File: src/rtl/fmeas_frame_tx.sv
// fmeas_frame_tx: snapshots NUM_CH counters and streams framed Manchester data.
// Optional CRC-8 trailer is enabled by defining FMEAS_FRAME_CRC_EN.
module fmeas_frame_tx #(
  parameter  int NUM_CH      = 4,
  parameter  int CNT_W       = 20,
  parameter  int SYNC_STAGES = 3,
  localparam int CH_W        = (NUM_CH > 1) ? $clog2(NUM_CH) : 1
) (
  input  logic                    clk,
  input  logic                    rst_n,
  input  logic                    ena,
  input  logic                    latch_req,
  input  logic                    scan_mode,
  input  logic [CH_W-1:0]         ch_sel,
  input  logic [NUM_CH*CNT_W-1:0] cnt_bus,
  output logic                    tx_bit,
  output logic                    tx_mc,
  output logic                    busy,
  output logic                    frame_done,
  output logic                    overrun
);

`ifdef FMEAS_FRAME_CRC_EN
  localparam int CRC_W = 8;
`else
  localparam int CRC_W = 0;
`endif
  localparam int FRAME_LEN = 8 + CNT_W + CRC_W;
  localparam int BC_W = $clog2(FRAME_LEN);
  localparam logic [3:0] LAST_CH = 4'(NUM_CH - 1);

  typedef enum logic [1:0] {IDLE, SHIFT, NEXT} state_t;

  state_t                  r_state, w_nxt;
  logic [SYNC_STAGES-1:0]  r_sync, r_svld;
  logic                    r_prev, r_pvld, w_trig;
  logic [NUM_CH*CNT_W-1:0] r_snap, w_src;
  logic [FRAME_LEN-1:0]    r_sr, w_frame;
  logic [BC_W-1:0]         r_bcnt;
  logic [3:0]              r_ch, w_ld_id;
  logic [CNT_W-1:0]        w_ld_cnt;
  logic                    r_scan, r_tx, r_done, r_ovr;
  logic                    w_first, w_load, w_shift;
  logic                    w_done, w_ovr;

  // r_svld marks real samples so a level held across reset is not an edge
  always_ff @(posedge clk or negedge rst_n) begin
    if (!rst_n) begin
      r_sync <= '0;
      r_svld <= '0;
      r_prev <= 1'b0;
      r_pvld <= 1'b0;
    end else begin
      r_sync <= {r_sync[SYNC_STAGES-2:0], latch_req};
      r_svld <= {r_svld[SYNC_STAGES-2:0], 1'b1};
      r_prev <= r_sync[SYNC_STAGES-1];
      r_pvld <= r_svld[SYNC_STAGES-1];
    end
  end

  assign w_trig = r_pvld & r_sync[SYNC_STAGES-1] & ~r_prev;

  always_ff @(posedge clk or negedge rst_n) begin
    if (!rst_n) r_state <= IDLE;
    else        r_state <= w_nxt;
  end

  always_comb begin
    w_nxt   = r_state;
    w_first = 1'b0;
    w_load  = 1'b0;
    w_shift = 1'b0;
    w_done  = 1'b0;
    if (!ena) begin
      w_nxt = IDLE;
    end else begin
      unique case (r_state)
        IDLE: begin
          if (w_trig) begin
            w_nxt   = SHIFT;
            w_first = 1'b1;
            w_load  = 1'b1;
          end
        end
        SHIFT: begin
          w_shift = 1'b1;
          if (r_bcnt == '0) begin
            w_done = 1'b1;
            w_nxt  = (r_scan && r_ch != LAST_CH) ? NEXT : IDLE;
          end
        end
        NEXT: begin
          w_nxt  = SHIFT;
          w_load = 1'b1;
        end
        default: w_nxt = IDLE;
      endcase
    end
    w_ovr = w_trig && (r_state != IDLE);
  end

  always_comb begin
    w_ld_id  = r_ch + 4'd1;
    w_src    = r_snap;
    w_ld_cnt = '0;
    if (w_first) begin
      w_ld_id = scan_mode ? 4'd0 : 4'(ch_sel);
      w_src   = cnt_bus;
    end
    for (int k = 0; k < NUM_CH; k++)
      if (w_ld_id == 4'(k)) w_ld_cnt = w_src[k*CNT_W +: CNT_W];
  end

`ifdef FMEAS_FRAME_CRC_EN
  function automatic logic [7:0] crc8(input logic [CNT_W+3:0] d);
    logic [7:0] c;
    c = 8'h00;
    for (int i = CNT_W + 3; i >= 0; i--)
      c = {c[6:0], 1'b0} ^ ((c[7] ^ d[i]) ? 8'h07 : 8'h00);
    return c;
  endfunction

  assign w_frame = {4'b1010, w_ld_id, w_ld_cnt,
                    crc8({w_ld_id, w_ld_cnt})};
`else
  assign w_frame = {4'b1010, w_ld_id, w_ld_cnt};
`endif

  always_ff @(posedge clk or negedge rst_n) begin
    if (!rst_n) begin
      r_snap <= '0;
      r_sr   <= '0;
      r_bcnt <= '0;
      r_ch   <= '0;
      r_scan <= 1'b0;
      r_tx   <= 1'b0;
      r_done <= 1'b0;
      r_ovr  <= 1'b0;
    end else begin
      r_done <= w_done;
      r_ovr  <= w_ovr;
      if (w_first) begin
        r_snap <= cnt_bus;
        r_scan <= scan_mode;
      end
      if (!ena) begin
        r_tx <= 1'b0;
      end else if (w_load) begin
        r_tx   <= w_frame[FRAME_LEN-1];
        r_sr   <= w_frame << 1;
        r_bcnt <= BC_W'(FRAME_LEN - 1);
        r_ch   <= w_ld_id;
      end else if (w_shift) begin
        r_tx   <= (r_bcnt == '0) ? 1'b0 : r_sr[FRAME_LEN-1];
        r_sr   <= r_sr << 1;
        r_bcnt <= r_bcnt - 1'b1;
      end
    end
  end

  assign tx_bit     = r_tx;
  assign tx_mc      = r_tx ^ clk;
  assign busy       = (r_state != IDLE);
  assign frame_done = r_done;
  assign overrun    = r_ovr;

endmodule
File: config.mk
export PLATFORM = sky130hd
export DESIGN_NAME = fmeas_frame_tx
export DESIGN_NICKNAME = d
export VERILOG_FILES = /design/src/rtl/fmeas_frame_tx.sv
export SDC_FILE = /design/constraint.sdc
export NUM_CORES = 1
export LEC_CHECK = 0
export CAP_MARGIN = 5
export CORE_UTILIZATION = 35
export DETAILED_ROUTE_END_ITERATION = 10
export RECOVER_POWER = 100
export SYNTH_ARGS = -nofsm -noshare
export SYNTH_HDL_FRONTEND = slang
export SYNTH_SLANG_ARGS = --single-unit
File: constraint.sdc
create_clock -name clk -period 2.4 [get_ports clk]
set_clock_uncertainty 0.15 [all_clocks]
set_input_delay 0.48 -clock clk [delete_from_list [all_inputs] [get_ports clk]]
set_output_delay 0.48 -clock clk [all_outputs]
set_load 0.005 [all_outputs]
After elaboration in Yosys (flattened, before gate mapping)

Cells that the tools add are included.
Widths: inputs -> output; s select.

Multiply operators: 0
Order comparisons: 0
Div/mod/pow operators: 0
Reduce and logical (&&, ||, !) cells: 10
Shift-type cells: 0
Equality and inequality tests: 9
Multiplexer cells: 30
Add/subtract/negate cells: 2
Bitwise logic cells: 4

Operators by type and width:

| operator            | count |
|---|---|
| $mux 20             | 4 |
| $mux 80             | 1 |
| $mux 28             | 2 |
| $mux 1              | 13 |
| $mux 2              | 5 |
| $mux 5              | 2 |
| $eq 4x2->1 const B  | 2 |
| $ne 3x3->1 const B  | 2 |
| $pmux 2 s3          | 1 |
| $reduce_and 2->1    | 3 |
| $logic_not 5->1     | 1 |
| $sub 5x1->5 const B | 1 |
| $add 4x1->4 const B | 1 |
| $eq 4x1->1 const B  | 1 |
| $logic_not 4->1     | 1 |
| $mux 4              | 1 |
| $ne 4x2->1 const B  | 1 |
| $reduce_bool 2->1   | 2 |
| $ne 3x1->1 const B  | 1 |
| $and 1x1->1         | 2 |
| $eq 2x1->1 const B  | 1 |
| $eq 2x2->1 const B  | 1 |
| $logic_and 1x1->1   | 2 |
| $logic_not 2->1     | 1 |
| 3 further kinds     | 3 |

Bits in registers: 131
Bits in read-only memories: 0
Bits in latches: 0
Memories kept: 0
Memory bits (writable): 0
Logic and storage cells: 68
Input bits: 87

Depth between registers and ports, before layout

Gate-level depths: netlist of run 1.

Depth after elaboration: 12
Mapped depth: 8

==> reports/results.tsv, run 1 <==
stage	metric	value	unit
logic_synthesis	synthesized net count	791	
detailed_routing	Initial DRT Pass Iterations	8	
power_and_ir_drop	pwr/cell area	958	nW/um2
global_routing	vias in the first global route	5612	
die	FP Rows	49	
hold_path	Hold Path Class	flip-flop to flip-flop	
placed_design	PortBufs	91	
clock_network	post-CTS setup buffer count	0	
logic_synthesis	Cells after Synth	701	
logic_synthesis	Synth area leader	dfrtp_1	
setup_path	Req. time, crit path	1770	ps
detailed_routing	DR vias	5494	
logic_synthesis	ranking of synthesized cells by area	dfrtp_1 (50%), nand2_1 (15%), a221oi_2 (4.1%)	
setup_path	CP Max Fanout	2	
sta	relative slew slack	41.9	%
detailed_routing	via/cell ratio	5.12	
detailed_routing	post-DR wirelength/cell	16.8	um
logic_synthesis	Synth Flop Type	dfrtp_1	
sta	final hold viol count	0	
run_status	status	finished with violations	
logic_synthesis	Syn Area/Cell	9.32	um2
setup_path	CP arrival	1710	ps
cells_and_area	Area growth syn-to-layout	33.7	%
cells_and_area	Layout Cells excl Fill	1074	
die	Initial Util	36.0	%
sta	worst-margin pin slew	871	ps
cells_and_area	Multi-input gate area	2920	um2
die	Die Wd	139	um
sta	final hold slack	199	ps
sta	TNS Setup	0	ps
logic_synthesis	top-area cell type share of the netlist area	49.8	%
logic_synthesis	most common cell in the synthesized netlist	nand2_1	
sta	RSZ-0062 raised after global routing	no	
placed_design	dpl cell area	8180	um2
setup_path	CP startpoint kind	clock port	
placed_design	dpl cells	1038	
logic_synthesis	sequential fraction of the synthesis area	49.8	%
sta	worst setup margin	62.0	ps
clock_network	CTS tree	done	
die	core region area	18100	um2
die	Total Die Area	19200	um2
cells_and_area	share of layout cells above drive strength 1	13.8	%
detailed_routing	Post-Route WL	18.1	mm
power_and_ir_drop	Peak VDD IR	0.523	mV
global_routing	final global-route overflow total	0	
clock_network	clk_lat worst skew	540	ps
detailed_routing	DRC errors left	5	
cells_and_area	fillers	1710	
die	die height	139	um
setup_path	critical path class	clock port to output pin	
placed_design	Place WS	-216	ps
detailed_routing	Post-DRT Antenna Nets	0	
logic_synthesis	yosys warns	0	
logic_synthesis	Synth top cells by count	nand2_1 (255), dfrtp_1 (130), clkbuf_1 (24), nand3_1 (24), inv_1 (23)	
logic_synthesis	Cell Area, Synth	6540	um2
global_routing	first-pass GRT wire length	29.7	mm
logic_synthesis	post-synthesis async set-or-reset flop share	100	%
placed_design	routability cong.	0.800	
cells_and_area	ANT cells	0	
logic_synthesis	Synth Register Bits	130	
die	Ports	92	
cells_and_area	Reg area	3250	um2
setup_path	CP endpoint kind	output pin	
run_status	violated checks	DRC	
detailed_routing	1st-iter DRT viols	357	
clock_network	Clk pin slew, worst setup/hold paths	60	ps
cells_and_area	design area	8740	um2
global_routing	antenna violations before repair	0	
logic_synthesis	Post-synth EDFFs	0	
global_routing	GRT Resource Usage Total	20.0	%
cells_and_area	Final Util	48.2	%
sta	final setup fails	0	
run	max_cap viols	0	
global_routing	largest net degree at the start of global routing	58	
logic_synthesis	Yosys cell types	49	
sta	Max Slew Vio Count	0	
power_and_ir_drop	Leak	4.23	nW
power_and_ir_drop	total power	8.38	mW
placed_design	DP HPWL	12.3	mm
cells_and_area	Nets	922	
[worst paths after layout]
kind | from | end | slack (ps) | cells past startpoint
worst min register to register | r_svld[0] | r_svld[1] | 200 | 0
worst min-delay path | r_svld[0] | r_svld[1] | 200 | 0
min in group asynchronous | rst_n | r_snap[3] | 450 | 2
max in group asynchronous | rst_n | r_snap[28] | 470 | 3
worst max register to register | r_state[1] | r_sr[6] | 140 | 6
worst max-delay path | clk | tx_mc | 60 | 4
[area by class of cell]
| class | count | area share (%) |
|---|---|---|
| clock buffers | 24 | 6.14 |
| clock inverters | 12 | 2.05 |
| inverters | 23 | 0.988 |
| multi-input cells | 496 | 33.4 |
| flip-flops and latches | 130 | 37.2 |
| well taps | 229 | 3.28 |
| repair buffers | 160 | 16.9 |
[timing repair]
action	CTS	global route
endpoints found under the setup margin	2	3
endpoints found under the hold margin	31	0
hold buffers	1	0
gates resized for setup	3	4
[layer usage]
layer	part of all wire, %	up-vias	track usage, %	wire (um)
li1	-	2683	-	-
met1	47	2673	27.0	8500
met2	48	128	31.7	8620
met3	4.3	10	4.66	778
met4	0.90	0	6.78	162
met5	0	-	0	0
[cell usage in the layout, fill, tap and decap left out, types with 3 or more instances in the layout]
cell and n:
nand3b_1 20, nand3_1 24, buf_4 32, nor2_1 15, o21ai_0 7, a221oi_1 22, xor2_1 4, ha_1 3
dlygate4sd3_1 5, xnor2_1 5, clkbuf_4 6, a221oi_2 14, nand2_1 255, inv_1 23, a21o_1 21, o221ai_2 9
buf_12 10, a21oi_1 21, clkbuf_1 19, clkbuf_2 4, o221ai_1 10, clkinvlp_4 3, bufinv_16 4, clkdlybuf4s50_1 85
nor3_1 5, clkbuf_16 20, a221o_1 5, dfrtp_1 130, nand2b_1 3, mux2i_1 19
[power by group]
group | internal, mW | switching [mW]
combinational | 1.02 | 1.22
clock | 2.03 | 1.05
sequential | 2.75 | 0.312
total | 5.80 | 2.58
[critical path, cell delays in order]
cell and delay, ps:
clkbuf_16 120, clkbuf_16 130, xor2_1 130, clkbuf_2 130
[flip-flops by register name, indices dropped and copies added (netlist names)]
| signal | count |
|---|---|
| r_snap | 80 |
| r_sr | 27 |
| r_bcnt | 5 |
| r_ch | 4 |
| r_svld | 3 |
| r_sync | 3 |
| r_state | 2 |
| frame_done | 1 |
| overrun | 1 |
| r_prev | 1 |
| r_pvld | 1 |
| r_scan | 1 |
| tx_bit | 1 |
[kinds of logic after synthesis]
group,share of synthesized area [%]
flip-flops,49.8
adder cells (fa/ha/maj),0.574
buffers and inverters,5.34
other,0.0574
multiplexers,3.25
XOR/XNOR,1.21
AO/OA/AOI/OAI,17.7
AND/OR/NAND/NOR,22.1
Power figures use the tool's default switching activity.
==> inputs of run 2 (changes only) <==
Settings changed: CORE_UTILIZATION 35 to 44, PLACE_DENSITY from default to 0.67.
==> run 2 against run 1 <==
The run now ends clean; cell area down 2.2%; worst hold slack better by 0.94 ps; sequential share of layout area increased by 0.83 points; global-route usage rose by 4.6 points; largest power group is now registers.
==> reports/results.tsv, run 2 (synthesis gave the netlist of run 1 again) <==
stage	metric	value	unit
detailed_routing	via/cell ratio	5.51	
cells_and_area	most frequent cells in the layout	nand2_1 (255), dfrtp_1 (130), clkdlybuf4s50_1 (85)	
setup_path	critical path class	clock port to output pin	
power_and_ir_drop	Leak	4.16	nW
global_routing	routing usage on met3	5.04	%
placed_design	PortBufs	91	
global_routing	vias in the first global route	5461	
placed_design	routability cong.	0.816	
cells_and_area	commonest non-fill, non-tap cell in the layout	nand2_1	
clock_network	CTS tree	done	
sta	relative slew slack	44.2	%
die	FP Rows	44	
sta	TNS Setup	0	ps
die	Die Wd	124	um
cells_and_area	share of layout cells above drive strength 1	13.4	%
cells_and_area	ANT cells	0	
clock_network	Clk pin slew, worst setup/hold paths	60	ps
global_routing	first-pass GRT wire length	28.1	mm
hold_path	Hold Path Class	flip-flop to flip-flop	
sta	final setup fails	0	
cells_and_area	Final Util	58.8	%
placed_design	dpl cells	979	
setup_path	Req. time, crit path	1770	ps
global_routing	largest net degree at the start of global routing	67	
die	core region area	14500	um2
detailed_routing	DRC errors left	0	
die	Ports	92	
global_routing	M2 GR Usage	38.6	%
global_routing	final global-route overflow total	0	
global_routing	GRT Resource Usage Total	24.6	%
die	die height	124	um
die	Initial Util	45.0	%
run_status	status	completed	
detailed_routing	1st-iter DRT viols	413	
setup_path	CP endpoint kind	output pin	
sta	RSZ-0062 raised after global routing	no	
power_and_ir_drop	pwr/cell area	939	nW/um2
global_routing	met1 usage	32.7	%
detailed_routing	Post-Route WL	17.6	mm
detailed_routing	post-DR wirelength/cell	17.3	um
setup_path	CP startpoint kind	clock port	
detailed_routing	Post-DRT Antenna Nets	0	
cells_and_area	Largest regs	r_snap (80), r_sr (27), r_bcnt (5)	
placed_design	DP HPWL	11.8	mm
power_and_ir_drop	total power	8.03	mW
die	Total Die Area	15300	um2
sta	worst-margin pin slew	836	ps
cells_and_area	design area	8550	um2
power_and_ir_drop	Peak VDD IR	0.641	mV
cells_and_area	Nets	909	
cells_and_area	Largest register FFs	80	
clock_network	clk_lat worst skew	530	ps
sta	final hold viol count	0	
global_routing	GR peak layer	met2	
setup_path	CP arrival	1710	ps
setup_path	CP Max Fanout	2	
detailed_routing	Initial DRT Pass Iterations	6	
detailed_routing	DR vias	5596	
cells_and_area	Biggest register	r_snap	
sta	Max Slew Vio Count	0	
cells_and_area	Area growth syn-to-layout	30.8	%
cells_and_area	Layout Cells excl Fill	1015	
run	max_cap viols	0	
global_routing	antenna violations before repair	0	
placed_design	dpl cell area	8010	um2
run 2: cell types whose count changed in the layout (fill, tap and decap cells not counted), moves of 2 or more:
cell       delta
a221oi_1      -4
a221oi_2      +4
buf_4        -13
bufinv_16     -3
clkbuf_2      +2
clkinv_2      +2
inv_6         -2
o221ai_1      -3
o221ai_2      +3
run 2: timing repair:
action,CTS,global route
hold endpoints to repair,29,0
pin swaps,0,1
buffers inserted,0,1
setup endpoints to repair,12,3
gates resized for setup,6,1
hold buffers,1,0
run 2: power breakdown:
group	internal (mW)	switching (mW)	leakage, nW	total [mW]
sequential	2.75	0.326	1.60	3.08
clock	1.72	0.972	0.315	2.69
combinational	1.01	1.24	2.25	2.25
total	5.48	2.54	4.16	8.03
run 2: cell type report:
cell class / instances / area, um2
clock buffers: 26 / 553
clock inverters: 9 / 82.6
inverters: 23 / 86.3
multi-input cells: 496 / 2960
repair buffers: 147 / 1380
well taps: 184 / 230
fillers: 1273 / 5990
flip-flops and latches: 130 / 3250
run 2: critical path, cell delays in order:
cell	delay [ps]
clkbuf_16	120
clkbuf_16	130
xor2_1	130
clkbuf_1	120
run 2: final timing paths:
check,start,endpoint,slack [ps],depth (start not counted)
hold reg to reg,r_svld[0],r_svld[1],200,0
min in group asynchronous,rst_n,r_snap[42],430,2
setup / recovery,clk,tx_mc,60,4
hold / removal,r_svld[0],r_svld[1],200,0
max in group asynchronous,rst_n,r_sr[9],470,3
setup reg to reg,r_sync[2],r_sr[13],110,5
run 2: per-stage QoR:
stage          worst slack (ps)  hold WS, ps
2_1_floorplan               320         34.4
3_3_place_gp               -186          183
3_5_place_dp               -234          188
4_1_cts                    37.8          199
5_1_grt                    12.8          199
6_report                   64.2          200
run 2: per-layer routing:
metal	part of all wire (%)	routed length (um)
met1	45	7890
met2	49	8530
met3	4.6	806
met4	2.0	356
met5	0	0
